[src/rtl/mem_stage.sv]
// Memory stage: drives DMEM in the EX cycle, owns the EX/MEM register,
// UART and counter MMIO, load alignment and writeback selection.
module mem_stage #(
   parameter int unsigned DMEM_AW = 14,
   parameter int unsigned CNT_W   = 32
) (
   input  logic               clk,
   input  logic               rst,
   input  logic               stall_i,
   input  logic [31:0]        alu_result_i,
   input  logic [31:0]        mem_write_i,
   input  logic [3:0]         dmem_we_i,
   input  logic [2:0]         funct3_i,
   input  logic [1:0]         control_uart_i,
   input  logic [4:0]         wb_addr_i,
   input  logic [1:0]         control_wr_mux_i,
   input  logic               control_wb_i,
   input  logic [31:0]        pc_plus_i,
   input  logic               inst_exec_i,
   output logic [DMEM_AW-1:0] dmem_addr_o,
   output logic [31:0]        dmem_din_o,
   output logic [3:0]         dmem_we_o,
   input  logic [31:0]        dmem_dout_i,
   output logic [7:0]         uart_tx_data_o,
   output logic               uart_tx_valid_o,
   input  logic               uart_tx_ready_i,
   input  logic [7:0]         uart_rx_data_i,
   input  logic               uart_rx_valid_i,
   output logic               uart_rx_ready_o,
   output logic [31:0]        wb_data_o,
   output logic [4:0]         wb_addr_o,
   output logic               control_wb_o
);

   localparam logic [31:0] ADDR_STATUS  = 32'h8000_0000;
   localparam logic [31:0] ADDR_RXDATA  = 32'h8000_0004;
   localparam logic [31:0] ADDR_TXDATA  = 32'h8000_0008;
   localparam logic [31:0] ADDR_CYCLE   = 32'h8000_0010;
   localparam logic [31:0] ADDR_INSTRET = 32'h8000_0014;
   localparam logic [31:0] ADDR_CNTCLR  = 32'h8000_0018;

   localparam logic [1:0] UART_NONE  = 2'b00;
   localparam logic [1:0] UART_LOAD  = 2'b01;
   localparam logic [1:0] UART_STORE = 2'b10;

   typedef enum logic {TX_EMPTY, TX_FULL} tx_state_t;

   tx_state_t        tx_state;
   logic [7:0]       tx_data_q;
   logic [CNT_W-1:0] cycle_cnt;
   logic [CNT_W-1:0] instret_cnt;

   logic [1:0]  wr_mux_q;
   logic        wb_q;
   logic [4:0]  rd_q;
   logic [2:0]  funct3_q;
   logic [1:0]  addr_lo_q;
   logic [31:0] alu_q;
   logic [31:0] pc_plus_q;
   logic [1:0]  uart_q;
   logic [31:0] mmio_q;

   logic        mmio_st;
   logic        tx_store;
   logic        cnt_clr;
   logic [31:0] mmio_rdata;
   logic [7:0]  ld_byte;
   logic [15:0] ld_half;
   logic [31:0] load_data;

   assign dmem_addr_o = alu_result_i[DMEM_AW+1:2];
   assign dmem_din_o  = mem_write_i;
   assign dmem_we_o   = (control_uart_i == UART_NONE && !stall_i) ? dmem_we_i : '0;

   assign mmio_st  = !stall_i && control_uart_i == UART_STORE;
   assign tx_store = mmio_st && alu_result_i == ADDR_TXDATA;
   assign cnt_clr  = mmio_st && alu_result_i == ADDR_CNTCLR;

   assign uart_rx_ready_o = !stall_i && control_uart_i == UART_LOAD &&
                            alu_result_i == ADDR_RXDATA;
   assign uart_tx_valid_o = (tx_state == TX_FULL);
   assign uart_tx_data_o  = tx_data_q;

   // MMIO reads sample state in the EX cycle; the value is carried in the pipeline register.
   always_comb begin
      mmio_rdata = '0;
      case (alu_result_i)
         ADDR_STATUS:  mmio_rdata = {30'b0, uart_rx_valid_i, tx_state == TX_EMPTY};
         ADDR_RXDATA:  mmio_rdata = {24'b0, uart_rx_data_i};
         ADDR_CYCLE:   mmio_rdata = 32'(cycle_cnt);
         ADDR_INSTRET: mmio_rdata = 32'(instret_cnt);
         default:      mmio_rdata = '0;
      endcase
   end

   always_ff @(posedge clk or negedge rst) begin
      if (!rst) begin
         wr_mux_q  <= '0;
         wb_q      <= 1'b0;
         rd_q      <= '0;
         funct3_q  <= '0;
         addr_lo_q <= '0;
         alu_q     <= '0;
         pc_plus_q <= '0;
         uart_q    <= '0;
         mmio_q    <= '0;
      end else if (!stall_i) begin
         wr_mux_q  <= control_wr_mux_i;
         wb_q      <= control_wb_i;
         rd_q      <= wb_addr_i;
         funct3_q  <= funct3_i;
         addr_lo_q <= alu_result_i[1:0];
         alu_q     <= alu_result_i;
         pc_plus_q <= pc_plus_i;
         uart_q    <= control_uart_i;
         mmio_q    <= mmio_rdata;
      end
   end

   always_ff @(posedge clk or negedge rst) begin
      if (!rst) begin
         cycle_cnt   <= '0;
         instret_cnt <= '0;
      end else if (cnt_clr) begin
         cycle_cnt   <= '0;
         instret_cnt <= '0;
      end else begin
         cycle_cnt <= cycle_cnt + 1'b1;
         if (inst_exec_i && !stall_i) instret_cnt <= instret_cnt + 1'b1;
      end
   end

   // A store arriving with the handshake replaces the departing byte.
   always_ff @(posedge clk or negedge rst) begin
      if (!rst) begin
         tx_state  <= TX_EMPTY;
         tx_data_q <= '0;
      end else begin
         case (tx_state)
            TX_EMPTY: begin
               if (tx_store) begin
                  tx_state  <= TX_FULL;
                  tx_data_q <= mem_write_i[7:0];
               end
            end
            TX_FULL: begin
               if (uart_tx_ready_i) begin
                  if (tx_store) tx_data_q <= mem_write_i[7:0];
                  else          tx_state  <= TX_EMPTY;
               end
            end
            default: tx_state <= TX_EMPTY;
         endcase
      end
   end

   always_comb begin
      case (addr_lo_q)
         2'd0:    ld_byte = dmem_dout_i[7:0];
         2'd1:    ld_byte = dmem_dout_i[15:8];
         2'd2:    ld_byte = dmem_dout_i[23:16];
         default: ld_byte = dmem_dout_i[31:24];
      endcase
      ld_half = addr_lo_q[1] ? dmem_dout_i[31:16] : dmem_dout_i[15:0];
      case (funct3_q)
         3'b000:  load_data = {{24{ld_byte[7]}}, ld_byte};
         3'b001:  load_data = {{16{ld_half[15]}}, ld_half};
         3'b100:  load_data = {24'b0, ld_byte};
         3'b101:  load_data = {16'b0, ld_half};
         default: load_data = dmem_dout_i;
      endcase
   end

   always_comb begin
      case (wr_mux_q)
         2'b01:   wb_data_o = (uart_q == UART_LOAD) ? mmio_q : load_data;
         2'b10:   wb_data_o = pc_plus_q;
         default: wb_data_o = alu_q;
      endcase
   end

   assign wb_addr_o    = rd_q;
   assign control_wb_o = wb_q;

endmodule

[config.mk]
export PLATFORM = sky130hd
export DESIGN_NAME = mem_stage
export DESIGN_NICKNAME = d
export VERILOG_FILES = /design/src/rtl/mem_stage.sv
export SDC_FILE = /design/constraint.sdc
export NUM_CORES = 1
export LEC_CHECK = 0
export BUFFER_PORTS_ARGS = -buffer_cell sky130_fd_sc_hd__buf_2
export CORE_ASPECT_RATIO = 2
export CORE_MARGIN = 8
export CORE_UTILIZATION = 54
export DETAILED_ROUTE_END_ITERATION = 8
export PLACE_DENSITY_LB_ADDON = 0.3
export RECOVER_POWER = 50
export SKIP_CTS_REPAIR_TIMING = 1
export SLEW_MARGIN = 20
export SYNTH_ARGS = -nofsm -noshare
export SYNTH_HDL_FRONTEND = slang
export SYNTH_SLANG_ARGS = --single-unit
[constraint.sdc]
create_clock -name clk -period 2.2 [get_ports clk]
set_input_delay 0.22 -clock clk [delete_from_list [all_inputs] [get_ports clk]]
set_output_delay 0.22 -clock clk [all_outputs]
set_load 0.005 [all_outputs]
# After elaboration in Yosys (flattened, before gate mapping)
# Cells that the tools add are included.
[classes]
bitwise_logic = 1
n_eq_ne = 17
n_mux = 16
addsub = 2
n_reduce_logical = 12
[ops]
columns = ["op", "count"]
rows = [
  ["case mux 32 bit (4 select lines)", 2],
  ["== test 32 bit, second input constant", 6],
  ["two-way mux 32 bit", 4],
  ["adder 32 x 1 -> 32 bit, second input constant", 2],
  ["case mux 32 bit (2 select lines)", 1],
  ["case mux 8 bit (3 select lines)", 1],
  ["two-way mux 16 bit", 1],
  ["two-way mux 8 bit", 2],
  ["case mux 8 bit (2 select lines)", 1],
  ["== test 2 x 1 -> 1 bit, second input constant", 4],
  ["logical AND 1 bit", 7],
  ["== test 2 bit, second input constant", 3],
  ["== test 3 bit, second input constant", 2],
  ["logical NOT 2 bit", 2],
  ["two-way mux 4 bit", 1],
  ["== test 3 x 1 -> 1 bit, second input constant", 1],
  ["logical NOT 3 bit", 1],
  ["two-way mux 1 bit", 2],
  ["inequality test 2 bit, second input constant", 1],
  ["case mux 1 bit (2 select lines)", 1],
  ["nonzero test 2 bit", 1],
  ["logical NOT 1 bit", 1],
  ["inverter 1 bit", 1],
]
[word_totals]
register_bits = 184
inputBits = 159

# Logic depth before layout (Yosys ltp)
# Gate-level depths: netlist of the first run.
[logic_depth]
word_depth = 6
depth_mapped = 8
mapped_depth_nobuf = 6

# Worst setup path before layout of the first run
# No wires, ideal clock.
[synth_timing]
path_type = "input port to output port"
startpoint = "input port alu_result_i[24]"
endpoint = "output port uart_rx_ready_o"
setup_slack_ns = 0.346
arrival_ns = 1.634
required_ns = 1.980
stages = 5
cell_sequence = "nor4_1 > nand4_1 > or4_1 > buf_2 > nor4_2"
[synth_via]
elab_chain_len = 2
[synth_lines]
columns = ["element", "line_no", "text"]
rows = [
  ["start: declaration", "10", "input logic [31:0] alu_result_i,"],
  ["== test 32 bit", "80", "alu_result_i == ADDR_RXDATA;"],
  ["logical AND 1 bit", "79", "assign uart_rx_ready_o = !stall_i && control_uart_i == UART_LOAD &&"],
  ["end: declaration", "29", "output logic uart_rx_ready_o,"],
]
# No other way between the ends.

==> results.toml, run 1 <==
[run_status]
status = "finished with violations"
violations = "negative hold slack, negative setup slack"

[synthesis]
synthArstFlopShare_pct = 100.0
yosys_warnings = 0
yosys.area.top_type = "dfrtp_1"
synth_seq_cells = 182
ys_top_cells_by_area = "dfrtp_1, mux2_2, nor2_1"
synthCells = 1006
synth_nets = 1169
ys_seq_area_share_pct = 44.91
synth_edf_count = 0
synth_common_cells = "dfrtp_1, nor2_1, mux2_2, a21oi_1, nand2_1"
synth_top_area_share_pct = 44.91
synth_area_sq_mm = 0.01014
yosys.cell_types.count = 58
ys.flop_type = "dfrtp_1"
synth.avg_cell_area_sq_um = 10.08
yosysMostFrequentCell = "dfrtp_1"

[placed_design]
portBuffers = 208
place_congestion = 1.005
dpl.hpwl_microns = 24160
dpl.cell_count = 1380

[timing]
finalSetupTns_ns = -6.741
holdWs_ns = -0.006138
setup_ws_ns = -0.3564
setup_violations = 36
layout_min_cycle_time_ns = 2.556
fin_worst_skew_ns = 0.01216
worst_slew_margin_rel_pct = 26.92
min_period_over_period_pct = 116.2
worst_pin_slew_ns = 1.096
drv_slew = 0
hold_viol_final = 1
fmax_mhz = 391.2
rsz0062_at_grt = "yes"

[global_route]
use_met3_pct = 5.498
met1_usage_pct = 27.04
grt_pass1_vias = 8987
overflow = 0
grt_pass1_wl_microns = 49200
use_met2_pct = 47.26
grt_max_degree = 64
grt_busiest_layer = "met2"
grt_antenna_before_repair = 0
grtUsageTotal_pct = 26.84

[die]
io-pin-count = 257
die_w_microns = 112.9
initial_core_util_pct = 54.37
die-area_sq_mm = 0.02369
die_h_microns = 209.8
coreArea_sq_mm = 0.01866
rows = 71

[hold_path]
hp-class = "in -> reg"
holdPathStages = 2

[pwr]
p_sw_w = 0.002838
seq_power_share_pct = 41.7
power.internal_w = 0.006046
total_leakage_power_nw = 5.532
p_comb_share_pct = 24.6
p_clk_share_pct = 33.6
switching_share_pct = 31.95
powerDensity_mw_per_mm2 = 715.9
ir_worst_vdd_uv = 462.7

[worst_setup_path]
criticalPathCategory = "reg -> out"
start_kind = "flip-flop"
reg2reg_depth = 5
cp-end-kind = "primary output"
crit_required_ns = 1.98
crit_path_max_fanout = 8
cp.arrival_ns = 2.34

[clock_tree]
clk_pin_slew_ns = 0.08
cts.sinks = 182
cts_tree = "yes"
cts_max_level = 4
insertion_delay_ns = 0.44
clockRootBuffer = "clkbuf_16"
clockBufferDepth = 2
numCtsBuffers = 17

[finish]
antenna_cells = 0
syn2layout_area_growth_pct = 22.35
layout-drive-gt1-share_pct = 40.25
finalNonFillerCells = 1424
fillCellCount = 1506
nNetsFinal = 1355

[detailed_routing]
drt.antenna.violating_nets = 0
firstDrtPassIters = 5
drt-wirelength-per-cell_microns = 22.82
vias = 8671
avgViaCountPerCell = 6.089
finalWirelength_microns = 32500
drtIter0Drc = 500
drc = 0

[run]
max-cap-violations = 0
-- area by class of cell --
type	count	area, sq um	share of cell area (%)
clock buffer	18	439.2	3.539
clock inverter	14	136.4	1.099
inverter	15	56.30	0.4537
multi-input combinational	695	5284	42.58
sequential	182	4556	36.71
tap	219	274.0	2.208
timing repair buffer	281	1664	13.41
-- power groups by stage --
stage          Sequential, W  Combinational [W]  Clock, W
6_report             0.00371            0.00219   0.00299
5_1_grt              0.00372            0.00234   0.00316
4_1_cts              0.00370            0.00188   0.00303
3_5_place_dp         0.00376            0.00186         0
3_3_place_gp         0.00375            0.00184         0
2_1_floorplan        0.00371            0.00106         0
-- state kept, by name (all words and copies together), names as in the netlist --
name,flops
pc_plus_q,32
control_wb_o,1
uart_tx_data_o,8
uart_q,2
funct3_q,3
mmio_q,32
wr_mux_q,2
wb_addr_o,5
uart_tx_valid_o,1
cycle_cnt,32
alu_q,31
instret_cnt,32
addr_lo_q,1
-- worst paths after layout --
path / startpoint / end / slack, ns
setup reg to reg: instret_cnt[9] / instret_cnt[28] / 0.22
setup / recovery: alu_q[1] / wb_data_o[25] / -0.36
hold / removal: mem_write_i[3] / uart_tx_data_o[3] / -0.006
hold reg to reg: mmio_q[4] / mmio_q[4] / 0.49
max in group asynchronous: rst / instret_cnt[1] / 0.23
min in group asynchronous: rst / instret_cnt[31] / 0.53
-- critical path, cell delays in order (launching register included) --
cell,delay (ns)
dfrtp_2,0.45
mux4_2,0.38
nand2b_4,0.08
a221oi_4,0.33
buf_6,0.20
o21ai_1,0.10
a21oi_2,0.21
buf_2,0.15
-- stage by stage --
step	power [W]	hold slack (ns)	area (sq um)	utilization (%)	worst slack, ns
final	0.008884	-0.006138	12410	66.52	-0.3564
after global routing	0.009220	0.002020	12410	66.52	-0.4286
after CTS	0.008599	-0.2934	11900	63.80	-0.4271
after detailed placement	0.005619	0.1739	11330	60.72	-0.1060
after global placement	0.005587	0.1722	11330	60.72	-0.07899
after floorplan	0.004771	-0.07559	10140	-	0.3458
-- cells by family (layout without fill, tap and decap cells) --
family / Yosys count / in the layout / share of synthesized area (%)
and+or+nand+nor: 307 / 307 / 16.22
adders and majority gates: 4 / 4 / 0.4935
buffers and inverters: 129 / 328 / 7.118
AOI/OAI and AO/OA: 195 / 195 / 11.84
muxes: 128 / 128 / 14.15
xor gates and xnor gates: 61 / 61 / 5.268
DFF: 182 / 182 / 44.91
-- routing by layer --
| layer | wire, microns | part of all wire [%] |
|---|---|---|
| met5 | 0 | 0 |
| met4 | 2521 | 7.8 |
| met3 | 1854 | 5.7 |
| met2 | 17220 | 53 |
| met1 | 10900 | 34 |
-- cell usage in the layout (no fill, tap or decap), types with 5 or more instances in the layout --
cell | netlist | final
o21ai_2 | 0 | 6
nand3_1 | 21 | 20
clkbuf_16 | 0 | 18
nor4_1 | 16 | 12
nor3_1 | 11 | 11
nand4_1 | 16 | 16
nand2_1 | 60 | 60
a221oi_2 | 1 | 6
a211oi_2 | 0 | 11
o21ai_0 | 58 | 40
nor2_1 | 105 | 103
buf_4 | 47 | 56
o22ai_2 | 0 | 5
buf_6 | 7 | 9
buf_2 | 5 | 190
mux2_2 | 92 | 91
nor2b_1 | 13 | 10
a211oi_1 | 21 | 6
clkbuf_1 | 52 | 17
and4_1 | 8 | 8
nor3_2 | 10 | 10
xnor2_1 | 42 | 42
nand2b_1 | 12 | 10
xor2_1 | 19 | 19
a21oi_2 | 0 | 16
and2_1 | 7 | 5
a221oi_1 | 24 | 18
a21oi_1 | 60 | 42
dfrtp_1 | 182 | 181
o21ai_1 | 1 | 13
mux2i_1 | 32 | 32
a22oi_1 | 12 | 12
inv_1 | 15 | 14
Note: power is estimated with default switching activity, not from simulation.
==> run 2: changes to the inputs <==
HOLD_SLACK_MARGIN = 0.05   (was unset)
==> run 2 against run 1 <==
Via count rose by 3.5%; the run ends with negative setup slack left; combinational power rose by 5%; first-iteration DRC count grew 36%; die area did not move; register-to-register slack about the same; highest routed layer unchanged; clock power hardly changed; cell count is 4.1% higher; hold slack improved by 0.053 ns; non-clock buffer count grew 59; worst setup slack worse by 0.075 ns; power up 1.3%; global-route usage unchanged.
==> results.toml, run 2 (synthesis results as in run 1) <==
[finish]
antenna_cells = 0
fillCellCount = 1392
layout_common_cells = "buf_2, dfrtp_1, nor2_1"
layout-drive-gt1-share_pct = 38.61
syn2layout_area_growth_pct = 28.21
final_common_cell = "buf_2"
nNetsFinal = 1414

[placed_design]
dpl.hpwl_microns = 24160
place_congestion = 1.005
pre_cts_slack_ns = -0.1060
portBuffers = 208

[global_route]
grt_pass1_wl_microns = 49200
grt_max_degree = 64
grt_antenna_before_repair = 0
grt_pass1_vias = 8987
grtUsageTotal_pct = 26.84
overflow = 0

[detailed_routing]
drt.antenna.violating_nets = 0
avgViaCountPerCell = 6.053
finalWirelength_microns = 33710
vias = 8976
drc = 0
drt-wirelength-per-cell_microns = 22.73
drtIter0Drc = 681
firstDrtPassIters = 5

[timing]
hold_viol_final = 0
worst_pin_slew_ns = 1.102
rsz0062_at_grt = "yes"
drv_slew = 0
layout_min_cycle_time_ns = 2.632
setup_violations = 36
fin_worst_skew_ns = 0.008946
min_period_over_period_pct = 119.6
setup_ws_ns = -0.4318
holdWs_ns = 0.04662
fmax_mhz = 380.0
worst_slew_margin_rel_pct = 26.53

[pwr]
ir_worst_vdd_uv = 465.7
power.internal_w = 0.006116
switching_share_pct = 32.07
p_sw_w = 0.002887
p_comb_share_pct = 25.5
total_leakage_power_nw = 5.787
powerDensity_mw_per_mm2 = 692.4
seq_power_share_pct = 41.2
p_clk_share_pct = 33.3

[clock_tree]
clk_pin_slew_ns = 0.08
cts_tree = "yes"
insertion_delay_ns = 0.44
clockRootBuffer = "clkbuf_16"
clockBufferDepth = 2
cts_max_level = 4
numCtsBuffers = 17
cts.sinks = 182

[run_status]
status = "finished with violations"
violations = "negative setup slack"

[die]
die-area_sq_mm = 0.02369
io-pin-count = 257
coreArea_sq_mm = 0.01866
rows = 71
initial_core_util_pct = 54.37
die_h_microns = 209.8
die_w_microns = 112.9

[worst_setup_path]
criticalPathCategory = "reg -> out"
cp.arrival_ns = 2.41
crit_path_max_fanout = 8
start_kind = "flip-flop"
reg2reg_depth = 6
crit_required_ns = 1.98
cp-end-kind = "primary output"

[hold_path]
hp-class = "in -> reg"
holdPathStages = 2

[run]
max-cap-violations = 0
-- run 2: cell count changes in the layout (fill, tap and decap cells not counted) --
cell	delta
buf_2	+3
dlygate4sd3_1	+59
clkbuf_1	-3
-- run 2: final cells by class --
type	count	area (sq um)	area share (%)
Clock buffer	18	439.2	3.377
Sequential cell	182	4556	35.03
Clock inverter	14	136.4	1.049
Timing Repair Buffer	340	2258	17.37
Inverter	15	56.30	0.4330
Tap cell	219	274.0	2.107
Multi-Input combinational cell	695	5284	40.63
-- run 2: final timing paths --
path / startpoint / endpoint / slack, ns
setup / recovery: alu_q[1] / wb_data_o[25] / -0.43
hold / removal: alu_result_i[23] / alu_q[23] / 0.05
hold reg to reg: mmio_q[0] / mmio_q[0] / 0.49
max in group asynchronous: rst / cycle_cnt[3] / 0.21
setup reg to reg: instret_cnt[6] / instret_cnt[15] / 0.23
min in group asynchronous: rst / instret_cnt[31] / 0.53
-- run 2: power groups by stage --
stage | registers, W | logic, W | clock network (W)
after floorplan | 0.00371 | 0.00106 | 0
after global placement | 0.00375 | 0.00184 | 0
after detailed placement | 0.00376 | 0.00186 | 0
after CTS | 0.00370 | 0.00188 | 0.00303
after global routing | 0.00373 | 0.00244 | 0.00315
final | 0.00371 | 0.00230 | 0.00300
-- run 2: metrics by stage --
| stage | power [W] | utilization, % | TNS [ns] | std cells | cell area, sq um |
|---|---|---|---|---|---|
| 6_report | 0.009004 | 69.70 | -6.951 | 1483 | 13000 |
| 5_1_grt | 0.009324 | 69.70 | -12.86 | 1483 | 13000 |
| 4_1_cts | 0.008599 | 63.80 | -10.19 | 1412 | 11900 |
| 3_5_place_dp | 0.005619 | 60.72 | -0.4898 | 1380 | 11330 |
| 3_3_place_gp | 0.005587 | 60.72 | -0.1830 | 1380 | 11330 |
| 2_1_floorplan | 0.004771 | - | 0 | 1006 | 10140 |
-- run 2: worst max-delay path: stages, from the launching register on --
cell	delay (ns)
dfrtp_2	0.45
mux4_2	0.38
nand2b_4	0.08
a221oi_4	0.33
buf_6	0.20
o21ai_1	0.10
a21oi_2	0.27
buf_2	0.17
-- run 2: per-layer routing --
metal  global-route usage (%)  vias to the layer above  share of wire, %  wire [microns]
met5                        0                        -                 0               0
met4                    20.72                        0               7.4            2498
met3                    5.498                      132               5.3            1797
met2                    47.26                      380                54           18100
met1                    27.04                     4427                34           11310
li1                         -                     4037                 -               -
==> run 3: changes to the inputs <==
CORE_MARGIN = unset   (was 8)
==> run 3 against run 2 <==
The flow finishes with violations (max-capacitance violations, max-slew violations, negative setup slack); critical path depth unchanged; die area decreased by 18%; flip-flop and latch count unchanged; cell count down 0.40%; count of clock-buffer cells in the layout did not move; maximum frequency is 2.0% higher; combinational power shrank 5%; sequential share of layout area is 0.25 points higher; clock power up 6%; clock skew is 0.0015 ns higher; critical endpoint is now wb_data_o[29]; largest cell class unchanged.
==> results.toml, run 3 (synthesis results as in run 1) <==
[worst_setup_path]
crit_path_max_fanout = 8
worstPathCellList = "mux4_2, nand2b_4, a221oi_4, buf_6, o21ai_1, a21oi_2, buf_2"
slowest_delay_ns = 0.45
criticalPathCategory = "reg -> out"
cp.arrival_ns = 2.36
start_kind = "flip-flop"
slowest_stage = "dfrtp_2"
crit_required_ns = 1.98
path_buf_inv = 2
cp-end-kind = "primary output"
crit_family = "compound AO/OA/AOI/OAI gates"

[hold_path]
hp-class = "in -> reg"

[pwr]
p_sw_w = 0.002695
switching_share_pct = 29.71
p_comb_share_pct = 24.1
ir_worst_vdd_uv = 460.0
powerDensity_mw_per_mm2 = 702.6
seq_power_share_pct = 40.9
total_leakage_power_nw = 5.783
power.internal_w = 0.006377
p_clk_share_pct = 35.0

[detailed_routing]
drt.antenna.violating_nets = 0
finalWirelength_microns = 31420
firstDrtPassIters = 8
drt-wirelength-per-cell_microns = 21.27
vias = 8928
drtIter0Drc = 371
drc = 0
avgViaCountPerCell = 6.045

[finish]
final_common_cell = "buf_2"
layout-drive-gt1-share_pct = 37.51
seq_area_sq_mm = 0.004556
layout_common_cells = "buf_2, dfrtp_1, nor2_1"
multi_input_area_sq_mm = 0.005184
antenna_cells = 0
finalNonFillerCells = 1477
fillCellCount = 1353
nNetsFinal = 1411
syn2layout_area_growth_pct = 27.31

[clock_tree]
cts_tree = "yes"
insertion_delay_ns = 0.43
cts.sinks = 182
clk_pin_slew_ns = 0.07
numCtsBuffers = 17
cts_max_level = 4
clockRootBuffer = "clkbuf_16"
clockBufferDepth = 2

[global_route]
grt_pass1_vias = 8653
grt_pass1_wl_microns = 45190
grtUsageTotal_pct = 30.73
grt_max_degree = 63
grt_antenna_before_repair = 0
overflow = 0

[timing]
hold_viol_final = 0
layout_min_cycle_time_ns = 2.579
setup_violations = 31
holdWs_ns = 0.05404
worst_slew_margin_rel_pct = -3.517
rsz0062_at_grt = "yes"
fin_worst_skew_ns = 0.01046
worst_pin_slew_ns = 1.553
fmax_mhz = 387.7
setup_ws_ns = -0.3792
drv_slew = 60
min_period_over_period_pct = 117.2

[die]
die_h_microns = 195.8
coreArea_sq_mm = 0.01831
io-pin-count = 257
die_w_microns = 98.91
initial_core_util_pct = 55.41
die-area_sq_mm = 0.01937
rows = 70

[run_status]
violations = "max-capacitance violations, max-slew violations, negative setup slack"
status = "finished with violations"

[placed_design]
dpl.hpwl_microns = 22340
portBuffers = 208
dpl.cell_count = 1377
place_congestion = 0.9594

[run]
max-cap-violations = 1
## run 3: changes by cell type in the layout (fill, tap and decap cells not counted), sizes merged
cell	change
clkinvlp	-2
buf	-8
clkbuf	+3
bufinv	+3
dlygate4sd3	+2
clkinv	-1
## run 3: power groups by stage
stage               registers, W  logic, W  clock network (W)
global route             0.00372   0.00232            0.00337
floorplan                0.00371   0.00106                  0
detailed placement       0.00376   0.00182                  0
CTS                      0.00369   0.00183            0.00323
finish                   0.00371   0.00219            0.00318
global placement         0.00375   0.00180                  0
## run 3: layout make-up
| type | instances | area share [%] |
|---|---|---|
| Multi-Input combinational cell | 695 | 40.15 |
| Timing Repair Buffer | 337 | 17.28 |
| Clock buffer | 18 | 3.324 |
| Tap cell | 216 | 2.093 |
| Clock inverter | 14 | 1.444 |
| Inverter | 15 | 0.4360 |
| Sequential cell | 182 | 35.28 |
## run 3: path summary, 6_finish.rpt
check                             startpoint                end  slack, ns  cells after the start
min in group asynchronous                rst      cycle_cnt[26]       0.70                      2
max in group asynchronous                rst          mmio_q[1]       0.17                      3
setup / recovery                    alu_q[1]      wb_data_o[29]      -0.38                      7
setup reg to reg              instret_cnt[5]    instret_cnt[15]       0.23                      6
hold / removal              alu_result_i[16]          alu_q[16]       0.05                      2
hold reg to reg            uart_tx_data_o[3]  uart_tx_data_o[3]       0.49                      1
## run 3: metrics by stage
stage               util, %  setup TNS [ns]  total power, W  area [sq um]  setup WS, ns
global route          70.54          -16.21        0.009416         12910       -0.4914
detailed placement    61.93         -0.1427        0.005580         11340      -0.06927
CTS                   65.29          -11.09        0.008756         11950       -0.4826
floorplan                 -               0        0.004771         10140        0.3458
global placement      61.93        -0.06473        0.005547         11340      -0.05533
finish                70.54          -7.068        0.009072         12910       -0.3792
## run 3: per-layer routing
metal,up-vias,wire length (microns),global-route usage (%),share of wire [%]
met5,-,0,0,0
met4,0,2625,24.49,8.4
met3,132,1604,5.379,5.1
met2,393,16560,54.57,53
met1,4366,10630,31.21,34
li1,4037,-,-,-
